### src/rtl/hw_accel_binary_erosion_pkg.sv
// Shared types and constants for the binary erosion accelerator.
// The structuring element is selected in the top by HW_ACCEL_EROSION_CROSS_SE_EN.
package hw_accel_binary_erosion_pkg;

    typedef enum logic [1:0] {
        IDLE  = 2'd0,
        FILL  = 2'd1,
        RUN   = 2'd2,
        FLUSH = 2'd3
    } state_t;

    localparam int KERNEL_SIZE = 3;
    localparam int KERNEL_TAPS = KERNEL_SIZE * KERNEL_SIZE;

    // Window bit r*KERNEL_SIZE+c: row 0 is the oldest line, column 2 the newest pixel.
    localparam logic [KERNEL_TAPS-1:0] SE_SQUARE = 9'b111_111_111;
    localparam logic [KERNEL_TAPS-1:0] SE_CROSS  = 9'b010_111_010;

    // A centre survives erosion only if every pixel under the element is set.
    function automatic logic erode_hit(input logic [KERNEL_TAPS-1:0] win,
                                       input logic [KERNEL_TAPS-1:0] mask);
        return &(win | ~mask);
    endfunction

endpackage

### src/rtl/hw_accel_bit_line_buffer.sv
// Two-line 1-bit delay: taps[0] is the incoming bit, taps[1] the bit one line
// earlier, taps[2] the bit two lines earlier. Advances only on en.
module hw_accel_bit_line_buffer
    import hw_accel_binary_erosion_pkg::*;
#(
    parameter int DEPTH = 10
) (
    input  logic                   clk,
    input  logic                   rst,
    input  logic                   en,
    input  logic                   din,
    output logic [KERNEL_SIZE-1:0] taps
);

    logic [DEPTH-1:0] row1_sr;
    logic [DEPTH-1:0] row2_sr;

    always_ff @(posedge clk or posedge rst) begin
        if (rst) begin
            row1_sr <= '0;
            row2_sr <= '0;
        end else if (en) begin
            row1_sr <= {row1_sr[DEPTH-2:0], din};
            row2_sr <= {row2_sr[DEPTH-2:0], row1_sr[DEPTH-1]};
        end
    end

    assign taps = {row2_sr[DEPTH-1], row1_sr[DEPTH-1], din};

endmodule

### src/rtl/hw_accel_binary_erosion.sv
// Streaming binary erosion over a raster frame with a 3x3 window.
// Define HW_ACCEL_EROSION_CROSS_SE_EN for the 5-pixel cross element; default is the full square.
module hw_accel_binary_erosion
    import hw_accel_binary_erosion_pkg::*;
#(
    parameter int DATA_WIDTH = 8,
    parameter int IMG_WIDTH  = 10,
    parameter int IMG_HEIGHT = 4
) (
    input  logic                  clk,
    input  logic                  rst,
    input  logic [DATA_WIDTH-1:0] pixel_in,
    input  logic                  pixel_in_valid,
    output logic [DATA_WIDTH-1:0] pixel_out,
    output logic                  pixel_out_valid,
    output logic                  frame_done,
    output logic                  busy,
    output state_t                dbg_state
);

    localparam int XW = $clog2(IMG_WIDTH);
    localparam int YW = $clog2(IMG_HEIGHT);
    localparam logic [XW-1:0] X_LAST = XW'(IMG_WIDTH - 1);
    localparam logic [YW-1:0] Y_LAST = YW'(IMG_HEIGHT - 1);

`ifdef HW_ACCEL_EROSION_CROSS_SE_EN
    localparam logic [KERNEL_TAPS-1:0] SE_MASK = SE_CROSS;
`else
    localparam logic [KERNEL_TAPS-1:0] SE_MASK = SE_SQUARE;
`endif

    state_t                 state;
    state_t                 next_state;
    logic [XW-1:0]          in_x;
    logic [YW-1:0]          in_y;
    logic [XW-1:0]          out_x;
    logic [YW-1:0]          out_y;
    logic [KERNEL_SIZE-1:0] taps;
    logic [KERNEL_TAPS-1:0] win;
    logic                   s1_valid;
    logic                   accept;
    logic                   in_last;
    logic                   in_run_start;
    logic                   in_past_fill;
    logic                   flush_emit;
    logic                   emit;
    logic                   out_border;
    logic                   out_last;
    logic                   out_hit;

    // Handshake: valid-only, no back-pressure. A pixel is taken on every rising
    // edge with pixel_in_valid high outside FLUSH; in FLUSH it is dropped.
    // pixel_out is meaningful only in cycles with pixel_out_valid high.
    assign accept       = pixel_in_valid && (state != FLUSH);
    assign in_last      = (in_x == X_LAST) && (in_y == Y_LAST);
    assign in_run_start = (in_x == XW'(1)) && (in_y == YW'(1));
    // Index >= W+1: enough lines have arrived for the window to have a centre.
    assign in_past_fill = (in_y != '0) && !((in_y == YW'(1)) && (in_x == '0));

    hw_accel_bit_line_buffer #(
        .DEPTH (IMG_WIDTH)
    ) u_line_buf (
        .clk  (clk),
        .rst  (rst),
        .en   (accept),
        .din  (|pixel_in),
        .taps (taps)
    );

    always_ff @(posedge clk or posedge rst) begin
        if (rst) begin
            in_x <= '0;
            in_y <= '0;
        end else if (accept) begin
            if (in_x == X_LAST) begin
                in_x <= '0;
                in_y <= (in_y == Y_LAST) ? '0 : in_y + YW'(1);
            end else begin
                in_x <= in_x + XW'(1);
            end
        end
    end

    // Stage 1: shift the new column (oldest line in row 0) into the window.
    always_ff @(posedge clk or posedge rst) begin
        if (rst) begin
            win      <= '0;
            s1_valid <= 1'b0;
        end else begin
            s1_valid <= accept && in_past_fill;
            if (accept) begin
                win <= {taps[0], win[8:7], taps[1], win[5:4], taps[2], win[2:1]};
            end
        end
    end

    // Flush fills any cycle without a window result until the last output shows.
    assign flush_emit = (state == FLUSH) && !s1_valid && !(pixel_out_valid && frame_done);
    assign emit       = s1_valid || flush_emit;
    assign out_border = (out_x == '0) || (out_x == X_LAST) || (out_y == '0) || (out_y == Y_LAST);
    assign out_last   = (out_x == X_LAST) && (out_y == Y_LAST);
    assign out_hit    = s1_valid && !out_border && erode_hit(win, SE_MASK);

    // Stage 2: output register and output raster position.
    always_ff @(posedge clk or posedge rst) begin
        if (rst) begin
            pixel_out       <= '0;
            pixel_out_valid <= 1'b0;
            frame_done      <= 1'b0;
            out_x           <= '0;
            out_y           <= '0;
        end else begin
            pixel_out       <= out_hit ? '1 : '0;
            pixel_out_valid <= emit;
            frame_done      <= emit && out_last;
            if (emit) begin
                if (out_x == X_LAST) begin
                    out_x <= '0;
                    out_y <= (out_y == Y_LAST) ? '0 : out_y + YW'(1);
                end else begin
                    out_x <= out_x + XW'(1);
                end
            end
        end
    end

    always_ff @(posedge clk or posedge rst) begin
        if (rst) begin
            state <= IDLE;
        end else begin
            state <= next_state;
        end
    end

    always_comb begin
        next_state = state;
        busy       = (state != IDLE);
        dbg_state  = state;
        case (state)
            IDLE:    if (accept) next_state = FILL;
            FILL:    if (accept && in_run_start) next_state = RUN;
            RUN:     if (accept && in_last) next_state = FLUSH;
            FLUSH:   if (pixel_out_valid && frame_done) next_state = IDLE;
            default: next_state = IDLE;
        endcase
    end

endmodule

### config.mk
export PLATFORM = sky130hd
export DESIGN_NAME = hw_accel_binary_erosion
export DESIGN_NICKNAME = d
export VERILOG_FILES = /design/src/rtl/hw_accel_binary_erosion_pkg.sv /design/src/rtl/hw_accel_bit_line_buffer.sv /design/src/rtl/hw_accel_binary_erosion.sv
export SDC_FILE = /design/constraint.sdc
export NUM_CORES = 1
export LEC_CHECK = 0
export CORE_UTILIZATION = 63
export CTS_BUF_LIST = sky130_fd_sc_hd__clkbuf_4
export DETAILED_ROUTE_END_ITERATION = 16
export MAX_ROUTING_LAYER = met4
export PLACE_DENSITY = 0.95
export SYNTH_ARGS = -nofsm -noshare
export SYNTH_HDL_FRONTEND = slang
export SYNTH_HIERARCHICAL = 1
export SYNTH_SLANG_ARGS = --single-unit
### constraint.sdc
create_clock -name clk -period 3.65 [get_ports clk]
set_input_delay 1.095 -clock clk [delete_from_list [all_inputs] [get_ports clk]]
set_output_delay 1.095 -clock clk [all_outputs]
set_load 0.02 [all_outputs]
Word-level counts from Yosys, hierarchy flattened
Cells that the tools add are included.
Storage, ports and cells
  flip-flop bits (word level): 54
  input port bits: 11
  logic and storage cells: 74
Cells by class
  add/sub/neg operators: 4
  equal/unequal tests: 14
  muxes and demuxes: 10
  reductions and logical operators: 34
Operators with widths (count)
  $logic_and 1x1->1: 15
  $mux 2: 6
  $reduce_and 9->1: 1
  $add 4x1->4 const B: 2
  $eq 2x2->1 const B: 4
  $eq 4x4->1 const B: 2
  $logic_not 4->1: 2
  $mux 4: 2
  $mux 8: 1
  $ne 2x2->1 const B: 4
  $pmux 2 s4: 1
  $reduce_or 8->1: 1
  $add 2x1->2 const B: 2
  $eq 2x1->1 const B: 2
  $eq 4x1->1 const B: 1
  $logic_not 1->1: 4
  $logic_not 2->1: 2
  $logic_or 1x1->1: 4
  $reduce_and 2->1: 2
  $reduce_and 4->1: 1
  $reduce_bool 2->1: 2
  $ne 2x1->1 const B: 1

Logic depth before layout (Yosys ltp)
Gate-level depths: netlist of the first run.
  depth in word-level cells: 8
  gate-level depth with buffers: 6
  gate-level depth less buffers: 6

Modules after synthesis
Netlist of the first run, hierarchy kept.
By module, submodules not included
  hw_accel_binary_erosion: instances 1, cells an instance 140, area an instance 1400.1 sq um, sequential area each 675.6 sq um
  hw_accel_bit_line_buffer: instances 1, cells an instance 46, area an instance 849.6 sq um, sequential area each 500.5 sq um

Least setup slack after synthesis of the first run
OpenSTA, ideal clock, no wires.
  kind: input-to-reg
  start point: input port pixel_in_valid
  end point: register state[1] (netlist: dbg_state[1])
  library setup time: 0.128 ns
  data arrival time: 2.200 ns
  required time: 3.522 ns
  slack: 1.322 ns
  cell stages on the path: 4
  path buffers: 0
  cells stage by stage: nand3b_1 o41a_1 a221oi_4 mux2_1
On the way
  longest elaborated chain between the ends: 4
  elaborated cells between the ends (all ways): 7
Ends and longest elaborated chain
  from (decl): line hw_accel_binary_erosion.sv:13  | input logic pixel_in_valid,
  $logic_and 1x1->1 *: line hw_accel_binary_erosion.sv:54  | assign accept = pixel_in_valid && (state != FLUSH);
  $logic_and 1x1->1 (on tied branches): line hw_accel_binary_erosion.sv:142, hw_accel_binary_erosion.sv:141
  $ne 2x2->1 (no line)
  $reduce_and 4->1 (no line) *
  to (signal assigned): line hw_accel_binary_erosion.sv:131  | state <= next_state;
  to (decl): line hw_accel_binary_erosion.sv:32  | state_t state;
Every way passes the cells marked *; elsewhere a longest branch is shown, timed or not.
A chain may end at the register's enable or synchronous reset.

Worst setup path after layout of the first run
  start point: register state[0] (netlist: dbg_state[0])
  end point: output port busy
On the way
  longest elaborated chain between the ends: 1
Ends and longest elaborated chain
  $reduce_bool 2->1: line hw_accel_binary_erosion.sv:137  | busy = (state != IDLE);
  to (decl): line hw_accel_binary_erosion.sv:17  | output logic busy,
Every way passes these cells.

==> summary by stage, run 1 <==
Yosys
The synthesized-area fraction occupied by ao, oa, aoi and oai cells came to 0.0573. The portion of synthesized area spent on multiplexers is 0.159. The synthesized netlist cell count is 186. Summed over all instances, the cell type with the most area after synthesis is dfrtp_1.

The share of synthesized area in the top cell type comes to 0.523. Of the total synthesized cell area, the portion taken by XOR and XNOR cells is 0.0156. Of the synthesized area, sequential elements account for 0.523. By area the synthesized netlist is led by dfrtp_1 (52%), mux2_4 (13%), ha_1 (5.0%). Of the total synthesized cell area, the portion taken by full adders, half adders and majority gates is 0.0501.

The count of cell types in the netlist is 37. The area share of and/or/nand/nor cells after synthesis is 0.127. The dominant combinational cell family by area after synthesis is multiplexers.

Summing every instance area after synthesis gives 0.00225 sq mm. The flop and latch count out of synthesis is 47. The number of warning messages in the yosys log is 6. A synthesized cell averages 12.1 sq um. The net count after synthesis is 206.

STA
The minimum hold slack is 0.499 ns. At the pin with the least slew margin, the transition time is 0.695 ns. The final period utilization is 0.779. The number of failing hold endpoints at the final stage came to 0. The total setup violations reported at the end of the flow is 0. Static timing analysis puts the maximum clock frequency at 352 MHz.

For the final database, setup skew stands at 0.00433 ns. The minimum period implied by the final worst setup slack is 2.84 ns. Adding up every negative setup slack in the final design gives 0 ns. Measured against its own limit, the worst slew margin works out to 0.536. Setup repair after global routing left no endpoint under its margin. The final-report max-slew violation count is 0.

Worst setup path
The number of cells traversed by the worst register-to-register path is 6. The stage delay of the slowest cell on the critical path is 0.58 ns. STA classifies the critical path endpoint as an output pin. The category of the most critical setup path is register to output pin. The critical path buffer and inverter count is 3. The worst flop-to-flop path startpoint is in_y[1]$_DFFE_PP0P_. The kind of cell with the highest combined delay along the critical path is buffers and inverters. The worst endpoint required time is 2.55 ns.

The cell with the largest stage delay on the worst path is clkdlybuf4s50_1. The critical-path maximum fanout is 5. The startpoint kind of the worst setup timing path is a register. The critical path's most frequent cell is inv_1.

The reg-to-reg critical path endpoint is dbg_state[1]$_DFFE_PP0P_. The worst register-to-register path has a setup slack of 1.54 ns. The arrival time of data at the critical path endpoint is 1.75 ns. Traced cell by cell, the critical path runs through inv_1, ha_1, inv_1, clkdlybuf4s50_1.

Global route
The met2 track utilization from global routing is 0.372. The via count of the first global-routing pass was 1325. The global route total overflow is 0.

In the global route stage, overall resource usage came out at 0.234. The met3 usage in global routing is 0.0745. For met1 alone, demand over resource in global routing was 0.270. The initial antenna violation count is 0. The most utilized layer in the global route result is met2. Entering global routing, the biggest net connects 28 pins. The global-route wire length before repair is 5890 um.

CTS
The number of gates resized after CTS was 0. Post-CTS timing repair inserted 0 buffers for setup. The maximum level of the CTS H-tree is 2. TritonCTS built the clock tree. Hold repair after CTS inserted 0 buffers. The tree is rooted in a clkbuf_4. After clock tree synthesis, the clock-pin slew on the worst setup and hold paths is 0.13 ns. The number of clock buffers added by TritonCTS is 5. The clock sink count is 47. The clock insertion delay at the later pin of the skew report is 0.37 ns.

The deepest clock path buffer count is 2.

Cells and area
The most common cell after layout, fill and taps aside is dfrtp_1. In the layout the commonest cells are dfrtp_1 (47), nand2_1 (30), clkdlybuf4s50_1 (23). The area growth from synthesis to layout is 12.2%. In the final layout, the share of cells above drive strength 1 is 0.184. The finished cells cover 0.00252 sq mm. The number of antenna diodes in the final layout is 0. The number of nets in the final layout is 225.

The post-route core utilization is 0.745.

Floorplanning
The die height is 61.8 um. 24 I/O pins were placed. The starting density of the core is 0.664.

The area of the die is 0.00381 sq mm. In this run the standard cell core region covers 0.00339 sq mm. The floorplan step set the die width to 61.8 um.

Row generation in the floorplan step produced 21 rows.

Worst hold path
The worst hold path terminates at win[6]$_DFFE_PP0P_. The worst hold path begins at win[6]$_DFFE_PP0P_. The worst hold path belongs to the class register to register. The instance count along the most critical hold path is 2.

Detailed routing
The remaining design rule violation count is 0. The detail-routed via count per cell is 5.37. After detailed routing, the average wire length per cell comes to 13.8 um. Before antenna repair, the detailed router went through 4 iterations. The final layout contains routed wiring with a total length of 3470 um.

The iteration-0 DRC count of the detailed router is 51. Detailed routing inserted a total of 1352 vias. The count of nets left with antenna violations once routing finished came out at 0.

Placed design
The number of buffers inserted by port buffering is 23. Once detailed placement completed, the half-perimeter wirelength came to 2470 um. The congestion estimate from routability-driven global placement came to 0.746. Once placement finished, the instance area stood at 0.00247 sq mm.

Power
The leakage component of the power is 1.13 nW. The power per cell area is 716 mW/mm^2. VDD sags by at most 0.310 mV. The overall power consumption is 1.81 mW.

Outcome
The run finished with clean final reports.

Flow run
The tool flagged a number of max-cap violations equal to 0.
## worst max-delay path by stage
stage                        startpoint                        to  slack [ns]  depth (start not counted)
2_1_floorplan            pixel_in_valid  dbg_state[1]$_DFFE_PP0P_        1.32                          4
3_3_place_gp             pixel_in_valid  dbg_state[1]$_DFFE_PP0P_        0.71                          5
3_5_place_dp             pixel_in_valid  dbg_state[1]$_DFFE_PP0P_        0.68                          5
4_1_cts        dbg_state[0]$_DFFE_PP0P_                      busy        0.78                          4
5_1_grt        dbg_state[0]$_DFFE_PP0P_                      busy        0.67                          4
6_report       dbg_state[0]$_DFFE_PP0P_                      busy        0.81                          4
## worst reg2reg max path: stages (launching register included)
cell      delay [ns]
dfrtp_1         0.41
inv_1           0.08
ha_1            0.12
or4b_1          0.47
or2_4           0.27
a221oi_4        0.31
mux2_1          0.35
## area by class of cell
class / instances / area (sq um)
multi-input cells: 112 / 920
clock buffers: 6 / 45.0
clock inverters: 2 / 12.5
repair buffers: 26 / 265
inverters: 13 / 48.8
well taps: 46 / 57.6
fillers: 220 / 865
flip-flops and latches: 47 / 1180
## cell families (layout without fill, tap and decap cells)
family / Yosys count / in the layout
AND/OR/NAND/NOR: 59 / 59
flip-flops: 47 / 47
buffers and inverters: 27 / 47
multiplexers: 25 / 25
AO/OA/AOI/OAI: 15 / 15
adder cells (fa/ha/maj): 9 / 9
XOR/XNOR: 4 / 4
## stage by stage
stage               setup slack [ns]  std cells
floorplan                       1.32        186
global placement               0.706        244
detailed placement             0.677        244
CTS                            0.778        252
global route                   0.672        252
finish                         0.806        252
## Yosys cell counts
library cell   n
a2111oi_0      1
a21boi_1       1
a21o_1         2
a21oi_1        1
a221oi_4       1
a22o_1         1
and2b_1        1
buf_4         10
buf_6          2
clkbuf_1       2
dfrtp_1       47
ha_1           9
inv_1         13
mux2_1         2
mux2_2         3
mux2_4        20
nand2_1       30
nand2b_1       2
nand3_1        2
nand3b_1       2
nand4_1        2
nand4b_1       1
nor2_1         6
nor2b_1        2
nor3_1         3
nor3b_1        1
nor4_1         2
o21a_1         1
o21ai_0        4
o311ai_0       1
o32a_1         1
o41a_1         1
or2_2          2
or2_4          1
or3_1          1
or4b_1         1
xnor2_1        4
## flip-flops by register name, summed over array words and instances (netlist names)
register            flops
s1_valid                1
u_line_buf/row1_sr     10
dbg_state               2
pixel_out_valid         1
out_y                   2
in_y                    2
frame_done              1
pixel_out               1
out_x                   4
win                     9
u_line_buf/row2_sr     10
in_x                    4
## power by group
group          total [mW]  leakage [nW]  switching, mW  internal (mW)
clock network       0.248        0.0317          0.166         0.0819
registers           0.873         0.517          0.170          0.703
logic               0.688         0.582          0.314          0.374
## routing by layer
| metal | part of all wire | wire length [um] |
|---|---|---|
| met2 | 0.50 | 1740 |
| met1 | 0.45 | 1570 |
| met5 | 0 | 0 |
| met4 | 0.023 | 80 |
| met3 | 0.024 | 85 |
Power figures use the tool's default switching activity.
==> inputs of run 2 (changes only) <==
--- a/config.mk
+++ b/config.mk
@@ -5,11 +5,11 @@
 export SDC_FILE = /design/constraint.sdc
 export NUM_CORES = 1
 export LEC_CHECK = 0
-export CORE_UTILIZATION = 63
+export CORE_UTILIZATION = 53
 export CTS_BUF_LIST = sky130_fd_sc_hd__clkbuf_4
 export DETAILED_ROUTE_END_ITERATION = 16
 export MAX_ROUTING_LAYER = met4
-export PLACE_DENSITY = 0.95
+export PLACE_DENSITY = 0.87
 export SYNTH_ARGS = -nofsm -noshare
 export SYNTH_HDL_FRONTEND = slang
 export SYNTH_HIERARCHICAL = 1
==> constraint.sdc (replaced) <==
create_clock -name clk -period 2.5 [get_ports clk]
set_input_delay 0.75 -clock clk [delete_from_list [all_inputs] [get_ports clk]]
set_output_delay 0.75 -clock clk [all_outputs]
set_load 0.02 [all_outputs]
==> summary by stage, run 2 (synthesized netlist as in run 1, its figures left out) <==
Worst hold path
The worst min-delay path category is register to register. The startpoint of the tightest hold check path is u_line_buf/row2_sr[9]$_DFFE_PP0P_. The worst hold path terminates at win[2]$_DFFE_PP0P_. The worst hold path passes through 2 cells.

CTS
The number of buffers created by CTS is 5. The clock edge transition at the registers on the reported setup and hold paths is 0.13 ns. Clock latency on the worst-skew pair, taken at its later pin, is 0.36 ns. The TritonCTS clock tree is built. The cell at the root of the clock tree is clkbuf_4. The clock sink count is 47.

CTS built an H-tree with a depth of 2. The deepest clock path buffer count is 2.

Global route
Entering global routing, the biggest net connects 31 pins. The global route total overflow is 0. The via count of the first global-routing pass came to 1366.

The initial antenna violation count came to 0. The first global-routing pass estimated 5940 um of wire. For this run, the total global-route usage over all layers was measured as 0.188.

STA
The transition time of the tightest slew-check pin is 0.387 ns. The number of failing hold endpoints at the final stage was 0. Setup repair after global routing left no endpoint under its margin.

Setup slack closes at 0.256 ns. The final period utilization is 0.898. Static timing analysis puts the maximum clock frequency at 446 MHz. Measured against its own limit, the worst slew margin works out to 0.735.

The clock tree skew after final layout is 0.0176 ns. The minimum period implied by the final worst setup slack is 2.24 ns. Setup violations remaining at the end of the flow were counted as 0. The final total negative setup slack is 0 ns. The final-report max-slew violation count is 0.

Worst setup path
The worst endpoint required time is 1.75 ns. In this run the register-to-register setup slack is 0.39 ns. Broken down by cell family, the worst path's largest delay share belongs to buffers and inverters. The stage delay of the slowest cell on the critical path is 0.65 ns. STA classifies the critical path endpoint as an output pin.

The number of cells on the worst reg-to-reg path is 6. STA classifies the critical path startpoint as a register. The critical path buffer and inverter count is 1.

The cell with the largest stage delay on the worst path is clkdlybuf4s50_1. The reg-to-reg critical path endpoint is dbg_state[1]$_DFFE_PP0P_. The critical-path maximum fanout is 8. The worst flop-to-flop path startpoint is dbg_state[0]$_DFFE_PP0P_. The arrival time of data at the critical path endpoint is 1.49 ns. The critical path goes through clkdlybuf4s50_1.

In this run the number of cells on the critical path is 1. The worst setup path is of the register to output pin kind.

Cells and area
In the layout the commonest cells are dfrtp_1 (47), nand2_1 (30), clkdlybuf4s50_1 (22). The library cell used most frequently in the layout, excluding fill and tap cells, is dfrtp_1. The number of antenna cells inserted is 0. Of the cells placed in the final design, the portion with a size suffix greater than 1 is 0.196. The largest registers in the layout are u_line_buf/row1_sr: 10 flops, u_line_buf/row2_sr: 10 flops, win: 9 flops. The signed area change from the synthesized netlist to the final layout is 13.4%. The number of nets in the final layout is 228. The post-route core utilization is 0.633. The number of filler cells placed in the layout is 297. The finished cells cover 0.00255 sq mm.

Power
Of the total power, the share spent switching nets is 0.351. Dividing total power by cell area gives a power density of 1040 mW/mm^2. The power spent charging and discharging nets is 0.929 mW.

IR analysis of the VDD net gives a maximum drop of 0.424 mV. The analysis attributes to cell leakage a power of 1.15 nW. The share of total power dissipated in the clock network is 0.135. The share of total power dissipated in combinational logic is 0.390. The completed layout was analyzed and its total power is 2.65 mW.

The proportion of power drawn by flip-flops and latches is 0.474. Cell internal power was estimated by the tool at 1.72 mW.

Floorplanning
The die height is 67.2 um. The starting density of the core is 0.558. The width of the die is 67.2 um.

After floorplanning, the core was sized to cover 0.00403 sq mm. For this design the top-level I/O count stands at 24. The area of the die is 0.00451 sq mm.

The placement row count is 23.

Detailed routing
After detailed routing, the number of remaining DRC violations is 0. The detail-routed via count per cell is 5.20. Once detail routing completed, the nets flagged for antenna violations numbered 0. After the first detailed-routing iteration, the DRC count stood at 34. After detailed routing, the total wire length is 3430 um. The routed layout has 1347 vias. The pre-antenna-repair detailed-routing pass consisted of 4 iterations.

The routed wire length per instance is 13.3 um.

Placed design
The routability congestion estimate is 0.714. In this run the tool buffered the top-level ports with 23 buffer cells. The post-placement cell area is 0.00249 sq mm. The placed wire-length estimate is 2370 um. OpenSTA, run right after detailed placement, puts the worst setup slack at -0.00789 ns.

Flow run
The tool flagged a number of max-cap violations equal to 0.

Outcome
The flow ran to the end, and the final reports show no timing, DRC or antenna violations.
==> run 2: cell type report <==
cell class / count / area, sq um / share of cell area
Clock inverter: 1 / 5.00 / 0.00196
Clock buffer: 7 / 52.6 / 0.0206
Sequential cell: 47 / 1180 / 0.461
Tap cell: 50 / 62.6 / 0.0245
Timing Repair Buffer: 29 / 287 / 0.112
Inverter: 13 / 48.8 / 0.0191
Multi-Input combinational cell: 112 / 920 / 0.360
==> run 2: layer usage <==
| layer | track usage | wire length, um | vias to the layer above |
|---|---|---|---|
| met5 | - | 0 | - |
| met4 | 0.0771 | 56 | 0 |
| met1 | 0.218 | 1620 | 660 |
| met2 | 0.303 | 1640 | 27 |
| li1 | - | - | 655 |
| met3 | 0.0591 | 124 | 5 |
==> run 2: tightest hold or removal path, cell delays in order, from the launching register on <==
cell	delay, ns
dfrtp_1	0.37
nand2_1	0.05
nand2_1	0.05
==> run 2: what timing repair did <==
item                       4_1_cts  5_1_grt
resized for setup                1        0
hold buffers                     0        0
setup endpoints to repair        1        0
buffers inserted                 1        0
==> run 2: stage by stage <==
stage / instances / hold slack (ns)
after floorplan: 186 / 0.445
after global placement: 250 / 0.457
after detailed placement: 250 / 0.468
after CTS: 259 / 0.491
after global routing: 259 / 0.507
final: 259 / 0.478
==> run 2: power groups by stage <==
| stage | sequential (mW) | clock [mW] | combinational [mW] |
|---|---|---|---|
| floorplan | 1.25 | 0 | 0.783 |
| global placement | 1.27 | 0 | 0.984 |
| detailed placement | 1.28 | 0 | 1.02 |
| CTS | 1.25 | 0.369 | 1.05 |
| global route | 1.30 | 0.397 | 1.17 |
| finish | 1.26 | 0.359 | 1.03 |
==> run 2: how the worst max path moves through the flow <==
stage                                        start                  endpoint  slack [ns]
after CTS                   pixel_out[6]$_DFF_PP0_              pixel_out[6]        0.24
after global placement              pixel_in_valid  dbg_state[1]$_DFFE_PP0P_        0.05
after global routing        pixel_out[6]$_DFF_PP0_              pixel_out[0]        0.16
final                       pixel_out[6]$_DFF_PP0_              pixel_out[6]        0.26
after detailed placement            pixel_in_valid  dbg_state[1]$_DFFE_PP0P_      -0.008
after floorplan           dbg_state[0]$_DFFE_PP0P_  dbg_state[1]$_DFFE_PP0P_        0.46
